### src/rtl/id_ex_stage.sv
// id_ex_stage: ID/EX pipeline register with EX forwarding muxes and load-use hazard detection
module id_ex_stage #(
  parameter int DW = 32,
  parameter int RW = 5
) (
  input  logic          clk,
  input  logic          rst,
  input  logic          stall,
  input  logic          flush,
  input  logic          id_valid,
  input  logic [2:0]    id_alu_m,
  input  logic [DW-1:0] id_rs_data,
  input  logic [DW-1:0] id_rt_data,
  input  logic [DW-1:0] id_imm,
  input  logic          id_alusrc,
  input  logic          id_uses_rt,
  input  logic [RW-1:0] id_rs,
  input  logic [RW-1:0] id_rt,
  input  logic [RW-1:0] id_dst,
  input  logic          id_regwrite,
  input  logic          id_memread,
  input  logic          id_memwrite,
  input  logic          id_trap_of,
  input  logic          exm_regwrite,
  input  logic [RW-1:0] exm_dst,
  input  logic [DW-1:0] exm_result,
  input  logic          wb_regwrite,
  input  logic [RW-1:0] wb_dst,
  input  logic [DW-1:0] wb_result,
  output logic          hazard,
  output logic          ex_valid,
  output logic [2:0]    alu_m,
  output logic [DW-1:0] alu_a,
  output logic [DW-1:0] alu_b,
  output logic [DW-1:0] ex_store_data,
  output logic [RW-1:0] ex_dst,
  output logic          ex_regwrite,
  output logic          ex_memread,
  output logic          ex_memwrite,
  output logic          ex_trap_of
);
  logic          v_q, alusrc_q, rw_q, mr_q, mw_q, tr_q;
  logic [2:0]    m_q;
  logic [DW-1:0] rsd_q, rtd_q, imm_q, fwd_a, fwd_b;
  logic [RW-1:0] rs_q, rt_q, dst_q;
  assign hazard = id_valid & v_q & mr_q & (dst_q != '0) &
                  ((dst_q == id_rs) | (id_uses_rt & (dst_q == id_rt)));
  always_ff @(posedge clk) begin
    if (rst || flush || (!stall && hazard)) begin
      v_q      <= 1'b0;
      m_q      <= '0;
      rsd_q    <= '0;
      rtd_q    <= '0;
      imm_q    <= '0;
      alusrc_q <= 1'b0;
      rs_q     <= '0;
      rt_q     <= '0;
      dst_q    <= '0;
      rw_q     <= 1'b0;
      mr_q     <= 1'b0;
      mw_q     <= 1'b0;
      tr_q     <= 1'b0;
    end else if (!stall) begin
      v_q      <= id_valid;
      m_q      <= id_alu_m;
      rsd_q    <= id_rs_data;
      rtd_q    <= id_rt_data;
      imm_q    <= id_imm;
      alusrc_q <= id_alusrc;
      rs_q     <= id_rs;
      rt_q     <= id_rt;
      dst_q    <= id_dst;
      rw_q     <= id_valid & id_regwrite;
      mr_q     <= id_valid & id_memread;
      mw_q     <= id_valid & id_memwrite;
      tr_q     <= id_valid & id_trap_of;
    end
  end
  // EX/MEM beats MEM/WB; index 0 is never forwarded
  always_comb begin
    fwd_a = (exm_regwrite && exm_dst != '0 && exm_dst == rs_q) ? exm_result :
            (wb_regwrite && wb_dst != '0 && wb_dst == rs_q) ? wb_result : rsd_q;
    fwd_b = (exm_regwrite && exm_dst != '0 && exm_dst == rt_q) ? exm_result :
            (wb_regwrite && wb_dst != '0 && wb_dst == rt_q) ? wb_result : rtd_q;
  end
  assign ex_valid      = v_q;
  assign alu_m         = m_q;
  assign alu_a         = fwd_a;
  assign alu_b         = alusrc_q ? imm_q : fwd_b;
  assign ex_store_data = fwd_b;
  assign ex_dst        = dst_q;
  assign ex_regwrite   = v_q & rw_q;
  assign ex_memread    = v_q & mr_q;
  assign ex_memwrite   = v_q & mw_q;
  assign ex_trap_of    = v_q & tr_q;
endmodule
### config.mk
export PLATFORM = sky130hd
export DESIGN_NAME = id_ex_stage
export DESIGN_NICKNAME = d
export VERILOG_FILES = /design/src/rtl/id_ex_stage.sv
export SDC_FILE = /design/constraint.sdc
export NUM_CORES = 1
export LEC_CHECK = 0
export ABC_AREA = 1
export BUFFER_PORTS_ARGS = -buffer_cell sky130_fd_sc_hd__clkbuf_2
export CORE_ASPECT_RATIO = 1.25
export CORE_UTILIZATION = 40
export CTS_CLUSTER_SIZE = 16
export DETAILED_ROUTE_END_ITERATION = 10
export GPL_ROUTABILITY_DRIVEN = 0
export PLACE_DENSITY = 0.69
export SYNTH_ARGS = -nofsm -noshare
export SYNTH_HDL_FRONTEND = slang
export SYNTH_SLANG_ARGS = --single-unit
export TNS_END_PERCENT = 1
### constraint.sdc
create_clock -name clk -period 1.9 [get_ports clk]
set_input_delay 0.38 -clock clk [delete_from_list [all_inputs] [get_ports clk]]
set_output_delay 0.38 -clock clk [all_outputs]
set_load 0.05 [all_outputs]
==> summary.log <==
INFO  worst_setup_path timing.critical_path.required=1.52ns
INFO  worst_setup_path timing.critical_path.cells=xnor2_1 -> nand2_1 -> nor3_4 -> buf_4 -> clkbuf_16 -> nand3b_1 -> and2_4 -> clkbuf_8
INFO  grt            largest_net_degree_at_the_start_of_global_routing=60
INFO  logic_synthesis post_synth_fa_ha_maj_area_fraction=0
INFO  route          vias=8398
INFO  logic_synthesis synth_xor_area_frac=0.0291
INFO  grt            grt_usage=0.289
INFO  worst_setup_path crit-reg2reg-launch=ex_dst[0]$_SDFFE_PP0N_
INFO  finish         stdcell_count=1576
INFO  sta            finalCriticalPeriod=2.49ns
INFO  placement      portBuffers=310
INFO  logic_synthesis yosysTopAreaCellShare=0.332
INFO  worst_setup_path cp-startpoint=rt_q[1]$_SDFFE_PP0N_
INFO  sta            layout_worst_path_cycle_share=1.31
INFO  floorplanning  floorplan.initialDensity=0.411
INFO  clock_network  htree_levels=4
INFO  logic_synthesis mux_contribution_to_synthesized_area=0.102
INFO  outcome        status=finished with violations
INFO  sta            finalSetupViolations=97
INFO  logic_synthesis synth.lib_cells_used.distinct=27
INFO  worst_setup_path startpoint_type=flop
INFO  logic_synthesis combinational_family_with_the_most_area_after_synthesis=simple AND/OR/NAND/NOR gates
INFO  logic_synthesis synth_enable_flop_cells=0
INFO  logic_synthesis ys_seq_elements=120
INFO  finish         finalCoreUtilization=0.681
INFO  sta            finalHoldViolations=0
INFO  worst_setup_path worstSetupEndpointType=output port
INFO  power          power_per_cell_area=675mW/mm^2
INFO  clock_network  clock_insertion_delay_worst_skew=0.42ns
INFO  worst_setup_path end_of_the_worst_register_to_register_path=rsd_q[11]$_SDFFE_PP0N_
INFO  logic_synthesis post_synth.cell_area_avg=7.08um^2
INFO  worst_setup_path worst-path-max-fanout=8
INFO  logic_synthesis ys_top_cells_by_count=sky130_fd_sc_hd__nand2_1, sky130_fd_sc_hd__nand3_1, sky130_fd_sc_hd__dfxtp_1, sky130_fd_sc_hd__nor2_1, sky130_fd_sc_hd__mux2i_1
INFO  logic_synthesis ys.flop_type=sky130_fd_sc_hd__dfxtp_1
INFO  clock_network  clkSlewWorstSetupHoldPaths=0.06ns
INFO  sta            clock_skew=0.00878ns
INFO  floorplanning  die_height=152um
INFO  grt            grt_overflow=0
INFO  sta            max_slew_violations=0
INFO  logic_synthesis netlist_instances=1021
INFO  placement      placedCellCount=1529
INFO  logic_synthesis synth-async-reset-ratio=0
INFO  floorplanning  placementRows=54
INFO  sta            max_slew_margin=0.741
INFO  min_path       worst_hold_path_type=in2reg
INFO  worst_setup_path worst_ep_arrival_time=2.11ns
INFO  sta            tightest_slew=0.388ns
INFO  sta            holdWs=0.199ns
INFO  clock_network  tritoncts=yes
INFO  min_path       worstHoldStart=id_alu_m[1]
INFO  worst_setup_path timing.reg2reg.worst_path_depth=8
INFO  route          detailedRoute.firstIterationViolations=504
INFO  flow_run       max_cap_viol_count=0
INFO  floorplanning  design.die.area=0.0186mm^2
INFO  finish         post_route_cells_drive_above_1_share=0.472
INFO  floorplanning  die_width=122um
INFO  finish         diodes=0
INFO  clock_network  number_of_buffers_created_by_cts=17
INFO  finish         nets=1540
INFO  clock_network  clk_path_buf_depth=2
INFO  worst_setup_path setup.reg_to_reg.worst_slack=0.15ns
INFO  route          drtPass1Iterations=5
INFO  logic_synthesis synth-simple-area-share=0.415
INFO  route          drt-vias-per-instance=5.33
INFO  min_path       holdPathEnd=alu_m[1]$_SDFFE_PP0N_
INFO  power          leakage_dissipation=5.89nW
INFO  logic_synthesis synth_area_in_compound_gates=0.0369
INFO  route          drc_errors=0
INFO  worst_setup_path slowest_stage=sky130_fd_sc_hd__dfxtp_2
INFO  min_path       hold-path-cell-count=3
INFO  clock_network  clock-root-buffer=sky130_fd_sc_hd__clkbuf_16
INFO  outcome        failing_checks=setup timing
INFO  route          postRouteAntennaNets=0
INFO  logic_synthesis post_synth_design_cell_area=0.00723mm^2
INFO  grt            number_of_global_route_vias_before_repair=8026
INFO  power          vdd_ir_drop_max=0.000511V
INFO  sta            timing.fmax=402MHz
INFO  sta            rsz0062_at_grt=true
INFO  worst_setup_path critPathKind=reg2out
INFO  logic_synthesis synth_sequential_area_ratio=0.332
INFO  logic_synthesis syn-num-nets=1222
INFO  sta            final.setup.worst_slack=-0.586ns
INFO  floorplanning  core-area=0.0176mm^2
INFO  logic_synthesis synth_warnings=0
INFO  worst_setup_path critPathMaxStageDelay=0.34ns
INFO  finish         area_growth=65.6%
INFO  logic_synthesis yosys.area.top_type=sky130_fd_sc_hd__dfxtp_1
INFO  logic_synthesis post-synth-top-count-cell=sky130_fd_sc_hd__nand2_1
INFO  route          detail_route.wirelength=28900um
INFO  floorplanning  top_level_ports=311
INFO  placement      dp_hpwl=19000um
INFO  grt            grt_antenna_before_repair=0
INFO  route          routed_wire_length_per_instance=18.3um
INFO  grt            grt_first_pass_wirelength=41200um
INFO  clock_network  clock_sink_count=120
INFO  logic_synthesis yosys-top-cells-area=sky130_fd_sc_hd__dfxtp_1, sky130_fd_sc_hd__nand2_1, sky130_fd_sc_hd__mux2i_1
==> kinds of logic after synthesis <==
kind of cell | after synthesis
AO/OA/AOI/OAI | 50
multiplexers | 74
AND/OR/NAND/NOR | 630
XOR/XNOR | 24
flip-flops | 120
buffers and inverters | 123
==> layer usage <==
layer | up-vias | global-route usage | wire length, um
met4 | 0 | 0.157 | 1310
met5 | - | 0 | 0
met1 | 3901 | 0.324 | 10800
li1 | 3950 | - | -
met2 | 444 | 0.502 | 14700
met3 | 103 | 0.0599 | 2100
==> worst max-delay path by stage <==
stage / endpoint / slack (ns) / cells after the start
floorplan: alu_a[10] / -0.06 / 8
global placement: alu_a[16] / -0.47 / 10
detailed placement: alu_a[16] / -0.48 / 10
CTS: alu_a[17] / -0.62 / 10
global route: alu_b[31] / -0.65 / 9
finish: ex_store_data[19] / -0.59 / 8
==> repair_timing <==
item                                    4_1_cts  5_1_grt
pin swaps                                    27       27
hold buffers                                  0        0
gates resized for setup                     163      208
endpoints found under the setup margin       97       98
buffers inserted                              4        4
hold endpoints to repair                      0        0
gates cloned                                  2        5
==> sequential cells by signal, indices dropped and copies added, names as in the netlist, 3 cells and up <==
| register | flops |
|---|---|
| rtd_q | 32 |
| rt_q | 5 |
| alu_m | 3 |
| rsd_q | 32 |
| ex_dst | 5 |
| imm_q | 32 |
| rs_q | 5 |
==> power breakdown <==
part	internal, mW	switching (mW)
Combinational	0.960	1.26
Sequential	2.61	0.0530
Clock	1.91	1.28
Total	5.48	2.59
==> worst max-delay path, delay by kind of cell, from the launching register on <==
kind                      cells  cell delay (ns)
buffers and inverters         3             0.50
DFF                           1             0.34
and+or+nand+nor               4             0.66
xor gates and xnor gates      1             0.17
==> metrics by stage <==
step                      setup TNS [ns]  worst slack [ns]  instance area (um^2)  total power [mW]
after floorplan                    -3.79           -0.0642                  7240              3.80
after global routing              -57.53            -0.654                 12000              8.35
final                             -50.07            -0.586                 12000              8.08
after global placement            -29.27            -0.472                  9830              4.55
after CTS                         -53.29            -0.620                 11200              7.92
after detailed placement          -31.42            -0.485                  9830              4.57
==> layout make-up <==
class / instances / area (um^2)
multi-input cells: 778 / 4900
inverters: 52 / 195
clock buffers: 20 / 467
fillers: 1443 / 5600
well taps: 224 / 280
flip-flops and latches: 120 / 2420
clock inverters: 12 / 116
repair buffers: 370 / 3590
==> layout by cell type (no fill, tap or decap), drive strengths merged, types with 3 or more instances in the layout <==
master    Yosys  layout
nand2       256     256
clkbuf       21     245
buf          50     145
nor2        138     138
nand3       134     134
dfxtp       120     120
mux2i        74      74
nand3b       65      65
inv          52      55
o21ai        42      42
and2         32      32
xor2         15      15
xnor2         9       9
clkinvlp      0       5
a22oi         4       4
nor3          3       3
clkinv        0       3
Power figures use the tool's default switching activity.
